[src/rtl/trigger_framer.sv]
// trigger_framer: frames the free-running ADC stream around trigger rising edges,
// with pre-trigger history, post-frame holdoff and a FWFT output FIFO.
module trigger_framer #(
  parameter int C_S00_AXIS_TDATA_WIDTH = 32,
  parameter int C_M00_AXIS_TDATA_WIDTH = 32,
  parameter int SAMPLES_PER_TRIGGER    = 1000,
  parameter int PRE_SAMPLES            = 16,
  parameter int HOLDOFF                = 64,
  parameter int FIFO_DEPTH             = 16
) (
  input  logic                                  s00_axis_aclk,
  input  logic                                  s00_axis_areset,
  input  logic                                  s00_axis_tvalid,
  input  logic [C_S00_AXIS_TDATA_WIDTH-1:0]     s00_axis_tdata,
  output logic                                  s00_axis_tready,
  input  logic                                  trigger_in,
  input  logic                                  arm_in,
  input  logic                                  m00_axis_tready,
  output logic                                  m00_axis_tvalid,
  output logic                                  m00_axis_tlast,
  output logic [C_M00_AXIS_TDATA_WIDTH-1:0]     m00_axis_tdata,
  output logic [C_M00_AXIS_TDATA_WIDTH/8-1:0]   m00_axis_tstrb,
  output logic [15:0]                           frame_count_out,
  output logic                                  overrun_out,
  output logic                                  busy_out
);
  localparam int DW = C_S00_AXIS_TDATA_WIDTH;
  localparam int AW = $clog2(FIFO_DEPTH);
  typedef enum logic [2:0] {IDLE, FILL, ARMED, CAPTURE, HOLD} state_t;
  state_t state_q, state_d;
  logic trig_q, ovr_q;
  logic [15:0] hist_q, cnt_q, frame_q;
  logic [31:0] hold_q;
  logic [DW:0] mem_q [FIFO_DEPTH];
  logic [AW:0] wptr_q, rptr_q;
  logic beat, evt, empty, full, pop, wr, ovf, push, last, hold_done;
  logic [DW-1:0] tap;
  assign beat      = s00_axis_tvalid & ~s00_axis_areset;
  assign evt       = trigger_in & ~trig_q;
  assign empty     = wptr_q == rptr_q;
  assign full      = (wptr_q[AW] != rptr_q[AW]) && (wptr_q[AW-1:0] == rptr_q[AW-1:0]);
  assign pop       = ~empty & m00_axis_tready;
  assign wr        = (state_q == CAPTURE) & beat;
  // a same-cycle pop frees the slot, so only a write into a full, non-draining FIFO overruns
  assign ovf       = wr & full & ~pop;
  assign push      = wr & ~ovf;
  assign last      = cnt_q == 16'(SAMPLES_PER_TRIGGER - 1);
  assign hold_done = (hold_q + 32'd1) >= 32'(HOLDOFF);
  generate
    if (PRE_SAMPLES == 0) begin : g_nodl
      assign tap = s00_axis_tdata;
    end else begin : g_dl
      logic [DW-1:0] dl_q [PRE_SAMPLES];
      always_ff @(posedge s00_axis_aclk) begin
        if (beat) begin
          dl_q[0] <= s00_axis_tdata;
          for (int i = 1; i < PRE_SAMPLES; i++) dl_q[i] <= dl_q[i-1];
        end
      end
      assign tap = dl_q[PRE_SAMPLES-1];
    end
  endgenerate
  always_ff @(posedge s00_axis_aclk) begin
    if (s00_axis_areset) state_q <= IDLE;
    else state_q <= state_d;
  end
  always_comb begin
    state_d = state_q;
    case (state_q)
      IDLE:    if (arm_in) state_d = (hist_q < 16'(PRE_SAMPLES)) ? FILL : ARMED;
      FILL:    state_d = !arm_in ? IDLE : (hist_q == 16'(PRE_SAMPLES)) ? ARMED : FILL;
      ARMED:   state_d = !arm_in ? IDLE : evt ? CAPTURE : ARMED;
      CAPTURE: if (ovf || (push && last)) state_d = HOLD;
      HOLD:    if (hold_done) state_d = arm_in ? ARMED : IDLE;
      default: state_d = IDLE;
    endcase
  end
  always_comb begin
    busy_out = state_q == CAPTURE;
  end
  always_ff @(posedge s00_axis_aclk) begin
    if (s00_axis_areset) begin
      trig_q  <= 1'b0;
      hist_q  <= '0;
      cnt_q   <= '0;
      hold_q  <= '0;
      frame_q <= '0;
      ovr_q   <= 1'b0;
      wptr_q  <= '0;
      rptr_q  <= '0;
    end else begin
      trig_q  <= trigger_in;
      hist_q  <= (beat && hist_q < 16'(PRE_SAMPLES)) ? hist_q + 16'd1 : hist_q;
      cnt_q   <= (state_q == CAPTURE) ? cnt_q + {15'd0, push} : '0;
      hold_q  <= (state_q == HOLD) ? hold_q + 32'd1 : '0;
      frame_q <= frame_q + {15'd0, push & last};
      ovr_q   <= ovr_q | ovf;
      wptr_q  <= wptr_q + {{AW{1'b0}}, push};
      rptr_q  <= rptr_q + {{AW{1'b0}}, pop};
    end
  end
  always_ff @(posedge s00_axis_aclk) begin
    if (push) mem_q[wptr_q[AW-1:0]] <= {last, tap};
  end
  assign s00_axis_tready = ~s00_axis_areset;
  assign m00_axis_tvalid = ~empty;
  assign {m00_axis_tlast, m00_axis_tdata} = empty ? '0 : mem_q[rptr_q[AW-1:0]];
  assign m00_axis_tstrb  = '1;
  assign frame_count_out = frame_q;
  assign overrun_out     = ovr_q;
endmodule

[config.mk]
export PLATFORM = sky130hd
export DESIGN_NAME = trigger_framer
export DESIGN_NICKNAME = d
export VERILOG_FILES = /design/src/rtl/trigger_framer.sv
export SDC_FILE = /design/constraint.sdc
export NUM_CORES = 1
export LEC_CHECK = 0
export CAP_MARGIN = 30
export CORE_UTILIZATION = 46
export DETAILED_ROUTE_END_ITERATION = 7
export DONT_BUFFER_PORTS = 1
export GPL_ROUTABILITY_DRIVEN = 0
export HOLD_SLACK_MARGIN = 0.12
export PLACE_DENSITY = 0.67
export SKIP_CTS_REPAIR_TIMING = 1
export SLEW_MARGIN = 20
export SYNTH_ARGS = -nofsm -noshare
export SYNTH_HDL_FRONTEND = slang
export SYNTH_SLANG_ARGS = --single-unit
[constraint.sdc]
create_clock -name s00_axis_aclk -period 49.8 [get_ports s00_axis_aclk]
set_input_delay 14.94 -clock s00_axis_aclk [delete_from_list [all_inputs] [get_ports s00_axis_aclk]]
set_output_delay 14.94 -clock s00_axis_aclk [all_outputs]
set_load 0.05 [all_outputs]
---- Word level (Yosys, flattened, before mapping) ----
Memories as Yosys holds them, arrays and structs flattened. A register that Yosys moved wholly into a read port is not among the register bits.
Index checks and enable logic that the tools add are counted.
storage, ports and cells
  flip-flop bits (word level) ............. 95
  memories kept ........................... 2
  logic and storage cells ................. 71
  bits in writable memories ............... 1040
  output and inout port bits .............. 57
  input port bits ......................... 38
cells by class
  magnitude comparators ................... 2
  bitwise logic cells ..................... 16
  $add $sub $neg .......................... 6
  multiplexer cells ....................... 16
  eq/ne operators ......................... 12
  reductions and logical operators ........ 8
memories
  memory     depth  width  read ports  clocked after memory_dff  wr ports  line  RTL
  mem_q      16     33     1           1                         1         34    logic [DW:0] mem_q [FIFO_DEPTH];
  g_dl.dl_q  16     32     16          0                         16        53    logic [DW-1:0] dl_q [PRE_SAMPLES];
operators by type and width
  operator                                                      count
  2-to-1 mux 33 bit                                             1
  adder 16 x 1 -> 16 bit                                        2
  adder 32 x 1 -> 32 bit (second input constant)                1
  >= comparator 32 x 7 -> 1 bit (second input constant)         1
  adder 16 x 1 -> 16 bit (second input constant)                1
  == test 16 x 10 -> 1 bit (second input constant)              1
  == test 16 x 5 -> 1 bit (second input constant)               1
  less-than comparator 16 x 5 -> 1 bit (second input constant)  1
  case mux 3 bit (5 select lines)                               1
  adder 5 x 1 -> 5 bit                                          2
  2-to-1 mux 2 bit                                              5
  2-to-1 mux 3 bit                                              3
  AND 1 bit                                                     8
  NOT 1 bit                                                     7
  == test 3 x 2 -> 1 bit (second input constant)                2
  == test 5 bit                                                 1
  2-to-1 mux 1 bit                                              5
  == test 4 bit                                                 1
  2-to-1 mux 4 bit                                              1
  inequality test 2 bit (second input constant)                 2
  OR reduction 2 bit                                            2
  == test 3 x 1 -> 1 bit (second input constant)                1
  == test 3 bit (second input constant)                         1
  logical AND 1 bit                                             3
  6 further kinds                                               6

---- Logic depth before layout (Yosys ltp) ----
Gate-level depths: netlist of the first run.
  depth in word-level cells ............... 11
  mapped depth ............................ 14
  gate-level depth less buffers ........... 12

---- Worst setup path before layout of the first run ----
No wires, ideal clock.
  path type ............................... input to output
  start point ............................. input s00_axis_areset
  end point ............................... output s00_axis_tready
  required time ........................... 34.860 ns
  path slack .............................. 19.553 ns
  stages .................................. 1
  arrival ................................. 15.307 ns
  buffers on the path ..................... 0
  path through ............................ inv_1
between the ends
  longest elaborated chain between the ends .. 1
ends and longest elaborated chain
  element      line  RTL
  from (decl)  12    input logic s00_axis_areset,
  NOT 1 bit    105   assign s00_axis_tready = ~s00_axis_areset;
  to (decl)    15    output logic s00_axis_tready,
No other way between the ends.

---- Worst setup path after layout of the first run ----
Ends and elaborated chain as after synthesis.

==> metrics.csv, run 1 <==
metric,value,unit
synth-seq-area-share,0.828,
multi_input_area,6650,sq um
cp.depth,1,
ios,95,
power.internal,1.54,mW
cp_top_family,buffers and inverters,
cpMaxStageDelayCell,inv_1,
final_area,45300,sq um
synth-main-ff-cell,edfxtp_1,
criticalPathCategory,input port to output pin,
cts_root_buf,clkbuf_16,
synth_area_leaders,"edfxtp_1 78%, mux4_2 9.3%, dfxtp_1 4.8%, xor2_1 0.96%, nor2_1 0.87%",
dieArea,88100,sq um
ys_seq_elements,1135,
layout.nets,1956,
grt_pass1_wl,101000,microns
synthToLayoutAreaGrowth,13.2,%
cts_buffer_depth,3,
reg2reg_slack,46410,ps
die_w,297,microns
fin_setup_tns,0,ps
synth_cell_types,63,
crit_arrival,15390,ps
coreArea,85700,sq um
cts_tree,yes,
cts_sinks,1135,
layout_common_cells,"1040 x edfxtp_1, 165 x mux4_2, 111 x clkbuf_16",
async_flop_share,0,
drcViolationCount,0,
p_seq_frac,0.558,
clk_pin_slew,60,ps
yosysTopAreaCellShare,0.781,
met1_usage,0.194,
slew_viol_final,0,
synth_cells,1815,
grt.overflow.total,0,
first_pass_iters,5,
regArea,33100,sq um
setup_violations,0,
drive_gt1_frac,0.206,
crit_path_start_kind,input port,
hpwlAfterDp,32700,microns
clkLatencyLatePin,670,ps
pwr-share-clk,0.426,
reg2reg_from,rptr_q[2],
fin_crit,30330,ps
avgSynthCellArea,22.0,sq um
clock_skew,46.3,ps
grt_use_met2,0.259,
dpl_cell_area,41600,sq um
hold_class,flip-flop to flip-flop,
critical_path.max_fanout,48,
power_frac_comb,0.016,
worst_slew_pin_slew,1100,ps
synth_edf_count,1040,
gr-usage-met3,0.0249,
numCtsBuffers,110,
ant_nets,0,
cts.htree.levels,3,
die_h,297,microns
max_stage_delay,440,ps
port_buffers,0,
start_util,0.467,
num_rows,107,
antenna_found_initial,0,
finalHoldViolations,0,
wl_per_cell,21.0,microns
endpoint_kind,output pin,
grt_pass1_vias,17300,
max-slew-margin-rel,0.264,
first_iter_violations,1532,
required,34860,ps
syn-cell-area,40000,sq um
final_common_cell,edfxtp_1,
power_density,42.1,nW/um^2
drt-total-wl,66000,microns
yosys.area.top_type,edfxtp_1,
leakage,14.2,nW
hp-start,g_dl.dl_q[1][197],
worst-path-buf-inv,1,
timing.fmax,33.0,MHz
cp_cell_sequence,inv_1,
ir_drop,0.0000307,V
rsz0062_at_grt,no,
status,completed,
hold_path_depth,0,
gr-max-usage-layer,met2,
fillers,6528,
drv_cap,0,
vias,16600,
crit_start,s00_axis_areset,
via_per_inst,5.29,
switchingPower,0.372,mW
switching_share,0.195,
grt_max_degree,200,
ys_warn_count,0,
grt.total_usage,0.150,
num_antenna_cells,0,
reg2reg_depth,9,
timing.final.crit_share,0.609,
## final cells by class
| type | instances | share of cell area |
|---|---|---|
| Inverter | 15 | 0.00141 |
| Sequential cell | 1135 | 0.732 |
| Tap cell | 1144 | 0.0316 |
| Clock buffer | 140 | 0.0640 |
| Multi-Input combinational cell | 604 | 0.147 |
| Clock inverter | 63 | 0.0152 |
| Timing Repair Buffer | 41 | 0.00934 |
## Yosys cell counts (all sizes together), types with 3 or more instances
master	count
and4	5
xor2	44
ha	11
nor4	6
o21ai	10
nand2b	3
mux2i	5
mux4	165
nor2	93
nand4	24
a21oi	11
nand2	35
nor2b	54
edfxtp	1040
xnor2	26
nand3	30
or3	10
nor3	14
inv	15
nand3b	3
and3	19
clkbuf	39
a31oi	3
buf	25
dfxtp	95
## flip-flops by register name (all words and copies together), names as in the netlist
| register | flops |
|---|---|
| cnt_q | 16 |
| frame_count_out | 16 |
| g_dl.dl_q | 512 |
| hist_q | 16 |
| hold_q | 32 |
| mem_q | 528 |
| overrun_out | 1 |
| rptr_q | 5 |
| state_q | 3 |
| trig_q | 1 |
| wptr_q | 5 |
## final timing paths
check | endpoint
max | s00_axis_tready
min | g_dl.dl_q[1][229]
max reg2reg | mem_q[11][2]
min reg2reg | g_dl.dl_q[1][229]
## layer usage
layer,up-vias,part of all wire
met4,0,0.022
met5,-,0
met1,8649,0.42
met2,379,0.51
li1,7492,-
met3,114,0.047
## logic make-up after synthesis
| logic type | count (synthesis) | synth area share |
|---|---|---|
| fa+ha+maj | 11 | 0.00344 |
| buf+inv | 79 | 0.00870 |
| xor+xnor | 70 | 0.0153 |
| simple gates | 307 | 0.0423 |
| mux | 171 | 0.0945 |
| compound gates | 41 | 0.00732 |
| flops | 1135 | 0.828 |
| other cells | 1 | 0.0000938 |
## per-stage QoR
stage	total power, mW	hold slack (ps)	worst slack (ps)	std cells	utilization
2_1_floorplan	1.11	400	19550	1818	-
3_3_place_gp	1.11	401	19510	2933	0.485
3_5_place_dp	1.11	405	19480	2935	0.486
4_1_cts	1.93	396	19480	3138	0.528
5_1_grt	1.97	400	19470	3142	0.529
6_report	1.91	384	19470	3142	0.529
## power by group through the flow
| stage | registers [mW] | clock network, mW | logic (mW) |
|---|---|---|---|
| final | 1.06 | 0.813 | 0.0297 |
| after global routing | 1.07 | 0.871 | 0.0323 |
| after CTS | 1.06 | 0.836 | 0.0300 |
| after detailed placement | 1.09 | 0 | 0.0298 |
| after global placement | 1.08 | 0 | 0.0288 |
| after floorplan | 1.09 | 0 | 0.0253 |
No activity file was read; power rests on OpenSTA's default activity.
==> run 2, diff against run 1 <==
--- a/config.mk
+++ b/config.mk
@@ -11,7 +11,7 @@
 export DONT_BUFFER_PORTS = 1
 export GPL_ROUTABILITY_DRIVEN = 0
 export HOLD_SLACK_MARGIN = 0.12
-export PLACE_DENSITY = 0.67
+export PLACE_DENSITY = 0.69
 export SKIP_CTS_REPAIR_TIMING = 1
 export SLEW_MARGIN = 20
 export SYNTH_ARGS = -nofsm -noshare
==> constraint.sdc (replaced) <==
create_clock -name s00_axis_aclk -period 25.7 [get_ports s00_axis_aclk]
set_input_delay 7.71 -clock s00_axis_aclk [delete_from_list [all_inputs] [get_ports s00_axis_aclk]]
set_output_delay 7.71 -clock s00_axis_aclk [all_outputs]
set_load 0.05 [all_outputs]
==> metrics.csv, run 2 (same netlist as run 1, synthesis figures left out) <==
metric,value,unit,change
first_iter_violations,1219,,was 1532
largest_register_ffs,528,,unchanged
fin_crit,15860,ps,
cts_buffer_depth,3,,unchanged
reg2reg_from,rptr_q[1],,was rptr_q[2]
antenna_found_initial,1,,was 0
critical_path.max_fanout,48,,unchanged
cts_tree,yes,,unchanged
status,completed,,unchanged
grt_pass1_vias,17300,,about the same
fin_util,0.528,,was 0.529
power.internal,2.95,mW,was 1.54 mW
hold_path_depth,0,,unchanged
layout.nets,1955,,was 1956
hpwlAfterDp,32400,microns,was 32700 microns
port_buffers,0,,unchanged
fillers,6533,,was 6528
worst-path-buf-inv,1,,unchanged
power_frac_comb,0.016,,about the same
crit_arrival,8150,ps,was 15390 ps
cts_sinks,1135,,unchanged
grt_max_degree,141,,was 200
grt_pass1_wl,102000,microns,was 101000 microns
start_util,0.467,,unchanged
hp-start,g_dl.dl_q[1][199],,was g_dl.dl_q[1][197]
timing.final.crit_share,0.617,,
drive_gt1_frac,0.200,,was 0.206
reg2reg_slack,22300,ps,was 46410 ps
crit_path_start_kind,input port,,unchanged
ir_drop,0.0000512,V,was 0.0000307 V
setup_violations,0,,unchanged
final_cell_count_no_fill,3148,,was 3142
dieArea,88100,sq um,unchanged
drcViolationCount,0,,unchanged
first_pass_iters,5,,unchanged
slew_viol_final,0,,unchanged
endpoint_kind,output pin,,unchanged
clk_pin_slew,60,ps,about the same
layout_common_cells,"1040 x edfxtp_1, 165 x mux4_2, 112 x clkbuf_16",,"was 1040 x edfxtp_1, 165 x mux4_2, 111 x clkbuf_16"
num_rows,107,,unchanged
cp_cell_sequence,inv_1,,unchanged
fin_setup_tns,0,ps,unchanged
die_w,297,microns,unchanged
grt.overflow.total,0,,unchanged
power_density,81.1,nW/um^2,was 42.1 nW/um^2
dpl_cell_area,41600,sq um,about the same
coreArea,85700,sq um,unchanged
cp_top_family,buffers and inverters,,unchanged
grt.total_usage,0.151,,was 0.150
pwr-share-clk,0.422,,was 0.426
final_area,45300,sq um,about the same
drt-total-wl,66400,microns,was 66000 microns
switchingPower,0.718,mW,was 0.372 mW
ant_nets,0,,unchanged
clock_skew,41.3,ps,was 46.3 ps
drv_cap,0,,unchanged
placed_cells,2932,,was 2935
rsz0062_at_grt,no,,unchanged
cts.htree.levels,3,,unchanged
p_seq_frac,0.562,,was 0.558
switching_share,0.195,,about the same
worst_slew_pin_slew,999,ps,was 1100 ps
timing.fmax,63.0,MHz,
wl_per_cell,21.1,microns,was 21.0 microns
required,17990,ps,was 34860 ps
numCtsBuffers,110,,unchanged
final_common_cell,edfxtp_1,,unchanged
vias,16800,,was 16600
hold_class,flip-flop to flip-flop,,unchanged
finalHoldViolations,0,,unchanged
criticalPathCategory,input port to output pin,,unchanged
leakage,14.2,nW,about the same
r2r_end,cnt_q[14],,was mem_q[11][2]
cts_root_buf,clkbuf_16,,unchanged
max-slew-margin-rel,0.333,,was 0.264
reg2reg_depth,12,,was 9
max_stage_delay,440,ps,about the same
clkLatencyLatePin,680,ps,was 670 ps
die_h,297,microns,unchanged
worstHoldEndpoint,g_dl.dl_q[1][231],,was g_dl.dl_q[1][229]
via_per_inst,5.33,,was 5.29
ios,95,,unchanged
cpMaxStageDelayCell,inv_1,,unchanged
synthToLayoutAreaGrowth,13.2,%,about the same
==> run 2: cell count changes in the layout (fill, tap and decap cells not counted), moves of 2 or more <==
cell,previous run,this run
buf_12,6,1
clkinv_1,14,30
clkinvlp_4,9,1
bufinv_16,11,8
inv_6,4,1
clkinv_2,18,20
buf_16,2,6
==> run 2: area by class of cell <==
| class | count | area (sq um) | area share |
|---|---|---|---|
| diodes | 1 | 2.50 | 0.0000553 |
| clock buffers | 142 | 2940 | 0.0648 |
| clock inverters | 67 | 609 | 0.0135 |
| inverters | 15 | 63.8 | 0.00141 |
| multi-input cells | 604 | 6650 | 0.147 |
| flip-flops and latches | 1135 | 33100 | 0.732 |
| well taps | 1144 | 1430 | 0.0316 |
| repair buffers | 40 | 433 | 0.00956 |
==> run 2: worst max path at each step <==
stage                     slack (ps)  cells past startpoint            start              end
after floorplan                 7090                      2  s00_axis_areset  g_dl.dl_q[0][0]
final                           9840                      1  s00_axis_areset  s00_axis_tready
after global placement          9870                      1  s00_axis_areset  s00_axis_tready
after CTS                       9840                      1  s00_axis_areset  s00_axis_tready
after detailed placement        9840                      1  s00_axis_areset  s00_axis_tready
after global routing            9820                      1  s00_axis_areset  s00_axis_tready
==> run 2: metal layers <==
layer,track usage,up-vias,wire length [microns]
met5,0,-,0
met4,0.0486,0,1450
met2,0.258,413,34100
met1,0.198,8773,27500
met3,0.0269,111,3320
li1,-,7483,-
==> run 2: power groups by stage <==
stage,Combinational [mW],Sequential (mW),Clock (mW)
floorplan,0.0490,2.11,0
finish,0.0592,2.06,1.55
global placement,0.0561,2.10,0
detailed placement,0.0578,2.10,0
CTS,0.0581,2.06,1.59
global route,0.0641,2.06,1.67
==> run 2: metrics by stage <==
step / hold WS, ps / worst slack [ps] / total power, mW
after global placement: 400 / 9870 / 2.15
after detailed placement: 405 / 9840 / 2.16
after CTS: 400 / 9840 / 3.71
after floorplan: 400 / 7090 / 2.16
final: 398 / 9840 / 3.67
after global routing: 408 / 9820 / 3.80
